==> config.mk <==
export PLATFORM = sky130hd
export DESIGN_NAME = bp_be_stride_pf_sched_flat
export DESIGN_NICKNAME = d
export VERILOG_FILES = /design/src/rtl/bp_be_stride_pf_sched_if.sv /design/src/rtl/bp_be_stride_pf_sched.sv /design/src/flat_wrapper.sv
export SDC_FILE = /design/constraint.sdc
export NUM_CORES = 2
export LEC_CHECK = 0
export ABC_AREA = 0
export ABC_CLOCK_PERIOD_IN_PS = 7300
export CAP_MARGIN = 0
export CORE_MARGIN = 8
export CORE_UTILIZATION = 45
export CTS_CLUSTER_SIZE = 20
export DETAILED_ROUTE_END_ITERATION = 12
export PLACE_DENSITY = 0.65
export RECOVER_POWER = 25
export SYNTH_ARGS = -nofsm -noshare
export SYNTH_HDL_FRONTEND = slang
export SYNTH_SLANG_ARGS = --single-unit
==> constraint.sdc <==
create_clock -name clk_i -period 7.3 [get_ports clk_i]
set_input_delay 1.095 -clock clk_i [delete_from_list [all_inputs] [get_ports clk_i]]
set_output_delay 1.095 -clock clk_i [all_outputs]
set_load 0.005 [all_outputs]
==> src/rtl/bp_be_stride_pf_sched_if.sv <==
// Training-event bus and prefetch request handshake for the stride prefetch scheduler.
interface bp_be_stride_pf_sched_if #(
  parameter int unsigned vaddr_width_p  = 39,
  parameter int unsigned stride_width_p = 8
);

  logic                      train_v_i;
  logic [vaddr_width_p-1:0]  train_pc_i;
  logic [vaddr_width_p-1:0]  train_addr_i;
  logic [stride_width_p-1:0] train_stride_i;
  logic                      start_discovery_i;
  logic                      confirm_discovery_i;

  logic                      pf_v_o;
  logic [vaddr_width_p-1:0]  pf_addr_o;
  logic                      pf_ready_i;

  // Scheduler side: consumes training, produces prefetch requests.
  modport slave (
    input  train_v_i, train_pc_i, train_addr_i, train_stride_i,
    input  start_discovery_i, confirm_discovery_i, pf_ready_i,
    output pf_v_o, pf_addr_o
  );

  // Environment side: produces training, consumes prefetch requests.
  modport master (
    output train_v_i, train_pc_i, train_addr_i, train_stride_i,
    output start_discovery_i, confirm_discovery_i, pf_ready_i,
    input  pf_v_o, pf_addr_o
  );

endinterface

==> src/rtl/bp_be_stride_pf_sched.sv <==
// Stride prefetch scheduler: turns stride training events into a small set of
// credit-limited streams and round-robins them onto one ready/valid port.
module bp_be_stride_pf_sched #(
  parameter int unsigned vaddr_width_p       = 39,
  parameter int unsigned stride_width_p      = 8,
  parameter int unsigned streams_p           = 4,
  parameter int unsigned degree_p            = 4,
  parameter int unsigned page_offset_width_p = 12
) (
  input  logic                  clk_i,
  input  logic                  reset_n_i,
  input  logic                  en_i,
  input  logic                  yield_i,
  output logic                  busy_o,
  bp_be_stride_pf_sched_if.slave pf_if
);

  localparam int unsigned credit_w_lp = $clog2(degree_p + 1);
  localparam int unsigned idx_w_lp    = (streams_p > 1) ? $clog2(streams_p) : 1;
  localparam int unsigned page_w_lp   = vaddr_width_p - page_offset_width_p;

  typedef logic [vaddr_width_p-1:0] vaddr_t;
  typedef logic [idx_w_lp-1:0]      idx_t;

  typedef struct packed {
    logic                      v;
    vaddr_t                    tag;
    vaddr_t                    next_addr;
    logic [stride_width_p-1:0] stride;
    logic [credit_w_lp-1:0]    credits;
    logic                      conf;
  } entry_t;

  function automatic vaddr_t sext(input logic [stride_width_p-1:0] s);
    return {{(vaddr_width_p - stride_width_p){s[stride_width_p-1]}}, s};
  endfunction

  function automatic logic [page_w_lp-1:0] page_of(input vaddr_t a);
    return a[vaddr_width_p-1:page_offset_width_p];
  endfunction

  entry_t entry_q [streams_p];
  entry_t entry_d [streams_p];
  idx_t   rr_ptr_q, rr_ptr_d;
  idx_t   victim_ptr_q, victim_ptr_d;
  logic   pf_v_q, pf_v_d;
  vaddr_t pf_addr_q, pf_addr_d;

  logic   slot_free;
  logic   grant_found;
  idx_t   grant_idx;
  idx_t   cand;
  vaddr_t issue_next;

  logic   train_act;
  vaddr_t train_tgt;
  logic   train_cross;
  logic   hit_found;
  idx_t   hit_idx;
  logic   inv_found;
  idx_t   inv_idx;
  idx_t   alloc_idx;
  logic   conf_eff;

  // Next-state for issue slot, stream table and pointers; training overrides issue.
  always_comb begin
    for (int unsigned i = 0; i < streams_p; i++) entry_d[i] = entry_q[i];
    rr_ptr_d     = rr_ptr_q;
    victim_ptr_d = victim_ptr_q;
    pf_v_d       = pf_v_q;
    pf_addr_d    = pf_addr_q;
    slot_free    = ~pf_v_q | pf_if.pf_ready_i;
    grant_found  = 1'b0;
    grant_idx    = '0;
    cand         = '0;
    issue_next   = '0;
    train_act    = en_i & pf_if.train_v_i & (pf_if.train_stride_i != '0);
    train_tgt    = pf_if.train_addr_i + sext(pf_if.train_stride_i);
    train_cross  = page_of(train_tgt) != page_of(pf_if.train_addr_i);
    hit_found    = 1'b0;
    hit_idx      = '0;
    inv_found    = 1'b0;
    inv_idx      = '0;
    alloc_idx    = '0;
    conf_eff     = 1'b0;

    // Issue: round-robin search starting just after the last grant.
    if (slot_free) begin
      pf_v_d = 1'b0;
      if (en_i && !yield_i) begin
        for (int unsigned i = 1; i <= streams_p; i++) begin
          cand = idx_w_lp'((32'(rr_ptr_q) + i) % streams_p);
          if (!grant_found && entry_q[cand].v && (entry_q[cand].credits != '0)) begin
            grant_found = 1'b1;
            grant_idx   = cand;
          end
        end
        if (grant_found) begin
          pf_v_d     = 1'b1;
          pf_addr_d  = entry_q[grant_idx].next_addr;
          issue_next = entry_q[grant_idx].next_addr + sext(entry_q[grant_idx].stride);
          entry_d[grant_idx].next_addr = issue_next;
          entry_d[grant_idx].credits   = entry_q[grant_idx].credits - credit_w_lp'(1);
          rr_ptr_d = grant_idx;
          if (page_of(issue_next) != page_of(entry_q[grant_idx].next_addr)) begin
            entry_d[grant_idx].v       = 1'b0;
            entry_d[grant_idx].credits = '0;
          end
        end
      end
    end

    // Tag lookup and lowest free slot, both against the pre-cycle table.
    for (int unsigned i = 0; i < streams_p; i++) begin
      if (!hit_found && entry_q[i].v && (entry_q[i].tag == pf_if.train_pc_i)) begin
        hit_found = 1'b1;
        hit_idx   = idx_w_lp'(i);
      end
      if (!inv_found && !entry_q[i].v) begin
        inv_found = 1'b1;
        inv_idx   = idx_w_lp'(i);
      end
    end

    // Training: discovery restart, refill/invalidate on hit, allocate on miss.
    if (train_act) begin
      if (pf_if.start_discovery_i) begin
        for (int unsigned i = 0; i < streams_p; i++) entry_d[i].conf = 1'b0;
      end
      if (hit_found) begin
        if (train_cross) begin
          entry_d[hit_idx].v       = 1'b0;
          entry_d[hit_idx].credits = '0;
        end else begin
          conf_eff = entry_q[hit_idx].conf & ~pf_if.start_discovery_i;
          entry_d[hit_idx].v         = 1'b1;
          entry_d[hit_idx].tag       = entry_q[hit_idx].tag;
          entry_d[hit_idx].next_addr = train_tgt;
          entry_d[hit_idx].stride    = pf_if.train_stride_i;
          entry_d[hit_idx].conf      = conf_eff;
          entry_d[hit_idx].credits   = conf_eff ? credit_w_lp'(degree_p) : credit_w_lp'(1);
          if (pf_if.confirm_discovery_i) begin
            entry_d[hit_idx].conf    = 1'b1;
            entry_d[hit_idx].credits = credit_w_lp'(degree_p);
          end
        end
      end else if (!train_cross) begin
        if (inv_found) begin
          alloc_idx = inv_idx;
        end else begin
          alloc_idx    = victim_ptr_q;
          victim_ptr_d = (victim_ptr_q == idx_w_lp'(streams_p - 1)) ? '0
                                                                   : victim_ptr_q + idx_w_lp'(1);
        end
        entry_d[alloc_idx].v         = 1'b1;
        entry_d[alloc_idx].tag       = pf_if.train_pc_i;
        entry_d[alloc_idx].next_addr = train_tgt;
        entry_d[alloc_idx].stride    = pf_if.train_stride_i;
        entry_d[alloc_idx].conf      = pf_if.confirm_discovery_i;
        entry_d[alloc_idx].credits   = pf_if.confirm_discovery_i ? credit_w_lp'(degree_p)
                                                                 : credit_w_lp'(1);
      end
    end

    // Disabled scheduler freezes the table and pointers; the slot still drains.
    if (!en_i) begin
      for (int unsigned i = 0; i < streams_p; i++) entry_d[i] = entry_q[i];
      rr_ptr_d     = rr_ptr_q;
      victim_ptr_d = victim_ptr_q;
    end
  end

  // State registers with asynchronous active-low reset.
  always_ff @(posedge clk_i or negedge reset_n_i) begin
    if (!reset_n_i) begin
      for (int unsigned i = 0; i < streams_p; i++) entry_q[i] <= '0;
      rr_ptr_q     <= idx_w_lp'(streams_p - 1);
      victim_ptr_q <= '0;
      pf_v_q       <= 1'b0;
      pf_addr_q    <= '0;
    end else begin
      for (int unsigned i = 0; i < streams_p; i++) entry_q[i] <= entry_d[i];
      rr_ptr_q     <= rr_ptr_d;
      victim_ptr_q <= victim_ptr_d;
      pf_v_q       <= pf_v_d;
      pf_addr_q    <= pf_addr_d;
    end
  end

  // Busy while a request is outstanding or any live stream still holds credit.
  always_comb begin
    busy_o = pf_v_q;
    for (int unsigned i = 0; i < streams_p; i++) begin
      if (entry_q[i].v && (entry_q[i].credits != '0)) busy_o = 1'b1;
    end
  end

  assign pf_if.pf_v_o    = pf_v_q;
  assign pf_if.pf_addr_o = pf_addr_q;

endmodule

==> src/flat_wrapper.sv <==
// flat-port wrapper written by rule: the top's interface ports become plain ports
module bp_be_stride_pf_sched_flat 
#(
  parameter int unsigned vaddr_width_p       = 39,
  parameter int unsigned stride_width_p      = 8,
  parameter int unsigned streams_p           = 4,
  parameter int unsigned degree_p            = 4,
  parameter int unsigned page_offset_width_p = 12
)
  (clk_i, reset_n_i, en_i, yield_i, busy_o, pf_if_train_v_i, pf_if_train_pc_i, pf_if_train_addr_i, pf_if_train_stride_i, pf_if_start_discovery_i, pf_if_confirm_discovery_i, pf_if_pf_ready_i, pf_if_pf_v_o, pf_if_pf_addr_o);
  bp_be_stride_pf_sched_if #(.vaddr_width_p(vaddr_width_p), .stride_width_p(stride_width_p)) pf_if_i ();
  input  logic clk_i;
  input  logic reset_n_i;
  input  logic en_i;
  input  logic yield_i;
  output logic busy_o;
  input wire logic [$bits(pf_if_i.train_v_i)-1:0] pf_if_train_v_i;
  input wire logic [$bits(pf_if_i.train_pc_i)-1:0] pf_if_train_pc_i;
  input wire logic [$bits(pf_if_i.train_addr_i)-1:0] pf_if_train_addr_i;
  input wire logic [$bits(pf_if_i.train_stride_i)-1:0] pf_if_train_stride_i;
  input wire logic [$bits(pf_if_i.start_discovery_i)-1:0] pf_if_start_discovery_i;
  input wire logic [$bits(pf_if_i.confirm_discovery_i)-1:0] pf_if_confirm_discovery_i;
  input wire logic [$bits(pf_if_i.pf_ready_i)-1:0] pf_if_pf_ready_i;
  output wire logic [$bits(pf_if_i.pf_v_o)-1:0] pf_if_pf_v_o;
  output wire logic [$bits(pf_if_i.pf_addr_o)-1:0] pf_if_pf_addr_o;
  assign pf_if_i.train_v_i = pf_if_train_v_i;
  assign pf_if_i.train_pc_i = pf_if_train_pc_i;
  assign pf_if_i.train_addr_i = pf_if_train_addr_i;
  assign pf_if_i.train_stride_i = pf_if_train_stride_i;
  assign pf_if_i.start_discovery_i = pf_if_start_discovery_i;
  assign pf_if_i.confirm_discovery_i = pf_if_confirm_discovery_i;
  assign pf_if_i.pf_ready_i = pf_if_pf_ready_i;
  assign pf_if_pf_v_o = pf_if_i.pf_v_o;
  assign pf_if_pf_addr_o = pf_if_i.pf_addr_o;
  bp_be_stride_pf_sched #(.vaddr_width_p(vaddr_width_p), .stride_width_p(stride_width_p), .streams_p(streams_p), .degree_p(degree_p), .page_offset_width_p(page_offset_width_p)) u_core (.clk_i(clk_i), .reset_n_i(reset_n_i), .en_i(en_i), .yield_i(yield_i), .busy_o(busy_o), .pf_if(pf_if_i));
endmodule
==> reports/qor.txt <==
PLACE
----------------------------------------------------------------------------------
Half-perimeter wire length after placement                                77900 um
Instance count after placement with tap cells included                        4357
Count of buffers inserted at the top-level ports                               134
Post-placement setup slack                                                0.315 ns
Final Wtd Congestion                                                          1.00

ROUTE
----------------------------------------------------------------------------------
Via count                                                                    27500
Routed wire per std cell                                                   23.5 um
Number of nets with antenna violations after detailed routing                    0
Total detailed-routing wirelength                                        105000 um
Pre-Repair DR Iteration Count                                                    6
Starting DRC count in detailed routing                                        2778
Via density per instance                                                      6.19
Count of unresolved DRC violations after routing                                 0

YOSYS
----------------------------------------------------------------------------------
Netlist cell types                                                              97
Post-Syn Area                                                           29300 um^2
Sequential fraction of the synthesis area                                    0.348
Syn. warnings                                                                    0
Count of flip-flops with a built-in enable after synthesis                       0
Number of nets in the synthesized netlist                                     3607
Async set-or-reset flop fraction in the synthesized netlist                   1.00
Post-synthesis register bit count                                              408
Top_reg_cell synth                                                    sky130_fd_sc_hd__dfrtp_1
Gate count after technology mapping                                           3434
Mean post-synth cell area                                                8.54 um^2

SETUP PATH
----------------------------------------------------------------------------------
Critical path launch point type                                               flop
Source of the worst register-to-register timing path                  u_core.entry_q[183]
R2R depth                                                                       21
Req. time, crit path                                                       7.83 ns
Critical path class                                                   flop to flop
R2r setup slk                                                              0.44 ns
Critical Path Fanout Max                                                        15
Crit path max-delay cell type                                         sky130_fd_sc_hd__nor3_4
Data arrival at the endpoint of the critical path                          7.39 ns
CP max stage delay                                                         0.71 ns
Kind of capture point of the worst setup path                                 flop
Endpoint of the lowest-slack register-to-register path                u_core.entry_q[3]
Ordered list of cells on the worst path                               o31ai_4, a21oi_1, nor3_4, buf_4, mux2i_1, mux2i_1, ha_1, a21oi_1, a21boi_0, a311o_1, nor2_1, nand3_1, o211ai_1, and2_1, o211a_1, xnor2_1, nand2_1, nor4_4, buf_12, a31oi_1, o22ai_1

CLOCKING
----------------------------------------------------------------------------------
TritonCTS Sinks                                                                408
Post-CTS Hold Fix Bufs                                                           0
Buffer cell driving the clock tree root                               sky130_fd_sc_hd__clkbuf_16
Number of cells upsized or downsized after cts                                   0
Maximum buffer depth of the clock tree                                           3
Number of buffers created by CTS                                                48
Clock transition at the registers of the reported paths                    0.06 ns
Clock latency reported for the late side of the worst-skew pair            0.63 ns
CTS tree                                                                     built
Number of post-CTS setup repair buffers                                          0
H-tree depth                                                                     2

TIMING
----------------------------------------------------------------------------------
Final total negative setup slack                                              0 ns
Actual slew at the worst max-slew pin                                      5.74 ns
Final cycle utilization of the critical path                                 0.940
Setup clock skew after layout                                            0.0442 ns
Setup-violating endpoint count in the final report                               0
Minimum clock period                                                       6.86 ns
Number of pins exceeding their max-slew limit in the final report              200
Fmax achieved                                                            0.146 GHz
Final setup margin                                                        0.439 ns
RSZ-0062 raised after global routing                                            no
Final hold violation count                                                       0
Slew margin rel.                                                             -2.83

CELLS AND AREA
----------------------------------------------------------------------------------
Nets                                                                          3725
Area Overhead vs Synth                                                       16.1%
Commonest cells after routing, fill and taps aside                    sky130_fd_sc_hd__nand2_1, sky130_fd_sc_hd__dfrtp_1, sky130_fd_sc_hd__nor2_1, sky130_fd_sc_hd__a21oi_1, sky130_fd_sc_hd__xnor2_1
FF+latch area                                                           10200 um^2
Number of diodes added for antenna fixing                                        0
Commonest non-fill, non-tap cell in the layout                        sky130_fd_sc_hd__nand2_1
Final std cells w/o fill                                                      4447
Share of final-layout standard cells stronger than drive strength 1          0.134
Multi-input gate area                                                   17900 um^2
Fill cells                                                                    6073

DIE
----------------------------------------------------------------------------------
Effective utilization at floorplan                                           0.455
DIE AREA                                                                73600 um^2
Die Wd                                                                      271 um
Placeable Area                                                          64500 um^2
I/O pins                                                                       135
Rows                                                                            93
Height of the die                                                           271 um

GRT
----------------------------------------------------------------------------------
Remaining global-route overflow                                                  0
Number of antenna violations at the first check in global routing                1
Wire length of the first global-routing pass                             161000 um
Vias in the first global route                                               26500
Largest net degree at the start of global routing                              161
Total track usage                                                            0.274

POWER
----------------------------------------------------------------------------------
Power per cell area                                                    313 nW/um^2
Static leakage                                                             14.8 nW
Worst vdd ir                                                              0.195 mV

WORST HOLD PATH
----------------------------------------------------------------------------------
Launch instance of the worst min-delay path                           u_core.pf_if.pf_addr_o[14]
Worst hold path cell count                                                       2
Class of the tightest hold or removal check                           flop to flop
Capture endpoint of the worst hold path                               u_core.pf_if.pf_addr_o[14]

RUN
----------------------------------------------------------------------------------
Maximum Capacitance Violations                                                   1

OUTCOME
----------------------------------------------------------------------------------
Violated checks                                                       capacitance limit, slew limit
Run status                                                            finished with violations

## final cells by class
type,count,area share
inverter,76,0.00837
tap,855,0.0314
sequential,408,0.300
timing repair buffer,308,0.0867
clock inverter,20,0.00768
multi-input combinational,2710,0.526
clock buffer,70,0.0406
## metal layers
layer / up-vias / track usage / part of all wire
met5: - / 0 / 0
met4: 0 / 0.0902 / 0.034
met3: 212 / 0.0526 / 0.081
met2: 1152 / 0.432 / 0.45
met1: 13400 / 0.375 / 0.44
li1: 12700 / - / -
## cell usage after synthesis (all sizes together) (66+ instances only)
master    n  area share
a21oi   218       0.037
ha       77       0.033
nand4    77       0.016
dfrtp   406        0.35
mux2    173       0.066
inv      76      0.0097
nor2    248       0.032
o21ai   170       0.029
nand3    88       0.015
clkbuf  167       0.021
nand2   500       0.064
a211oi  119       0.031
buf      73       0.013
mux2i    66       0.023
xnor2   207       0.062
## critical path: cells and delay by family (launching register included)
| kind | cells | cell delay [ns] |
|---|---|---|
| DFF | 1 | 0.45 |
| adders and majority gates | 1 | 0.41 |
| AOI/OAI and AO/OA | 9 | 2.45 |
| buffers and inverters | 2 | 0.56 |
| muxes | 2 | 0.63 |
| xor gates and xnor gates | 1 | 0.22 |
| and+or+nand+nor | 6 | 2.05 |
## sequential cells by signal, summed over array words and instances, names as in the netlist
register	cells
u_core.entry_q	364
u_core.pf_if.pf_addr_o	39
u_core.rr_ptr_q	2
u_core.victim_ptr_q	2
u_core.pf_if.pf_v_o	1
## stage by stage
stage | hold slack [ns] | utilization | power (mW) | cell area, um^2
after floorplan | 0.446 | - | 5.93 | 29300
after global placement | 0.460 | 0.503 | 8.03 | 32400
after detailed placement | 0.464 | 0.503 | 8.03 | 32400
after CTS | 0.479 | 0.529 | 10.6 | 34100
after global routing | 0.494 | 0.528 | 11.2 | 34100
final | 0.470 | 0.528 | 10.6 | 34100
## how the worst max path moves through the flow
| stage | slack, ns | start | cells after the start | to |
|---|---|---|---|---|
| floorplan | 0.56 | u_core.rr_ptr_q[1] | 29 | u_core.entry_q[3] |
| global placement | 0.37 | pf_if_train_stride_i[5] | 17 | u_core.entry_q[260] |
| detailed placement | 0.32 | pf_if_train_stride_i[5] | 17 | u_core.entry_q[233] |
| CTS | 0.60 | u_core.entry_q[183] | 21 | u_core.entry_q[274] |
| finish | 0.44 | u_core.entry_q[183] | 21 | u_core.entry_q[3] |
| global route | 0.07 | reset_n_i | 2 | u_core.pf_if.pf_addr_o[29] |
## kinds of logic after synthesis
group	after synthesis	synth area share
xor+xnor	259	0.0790
simple gates	1231	0.198
buf+inv	316	0.0441
flops	408	0.348
mux	239	0.0889
fa+ha+maj	79	0.0342
compound gates	902	0.208
## where the power goes
part | total (mW) | internal [mW] | switching [mW] | leakage (nW)
registers | 2.74 | 2.57 | 0.175 | 5.50
clock network | 2.49 | 1.44 | 1.05 | 0.806
logic | 5.41 | 2.07 | 3.35 | 8.46
No activity file was read; power rests on OpenSTA's default activity.
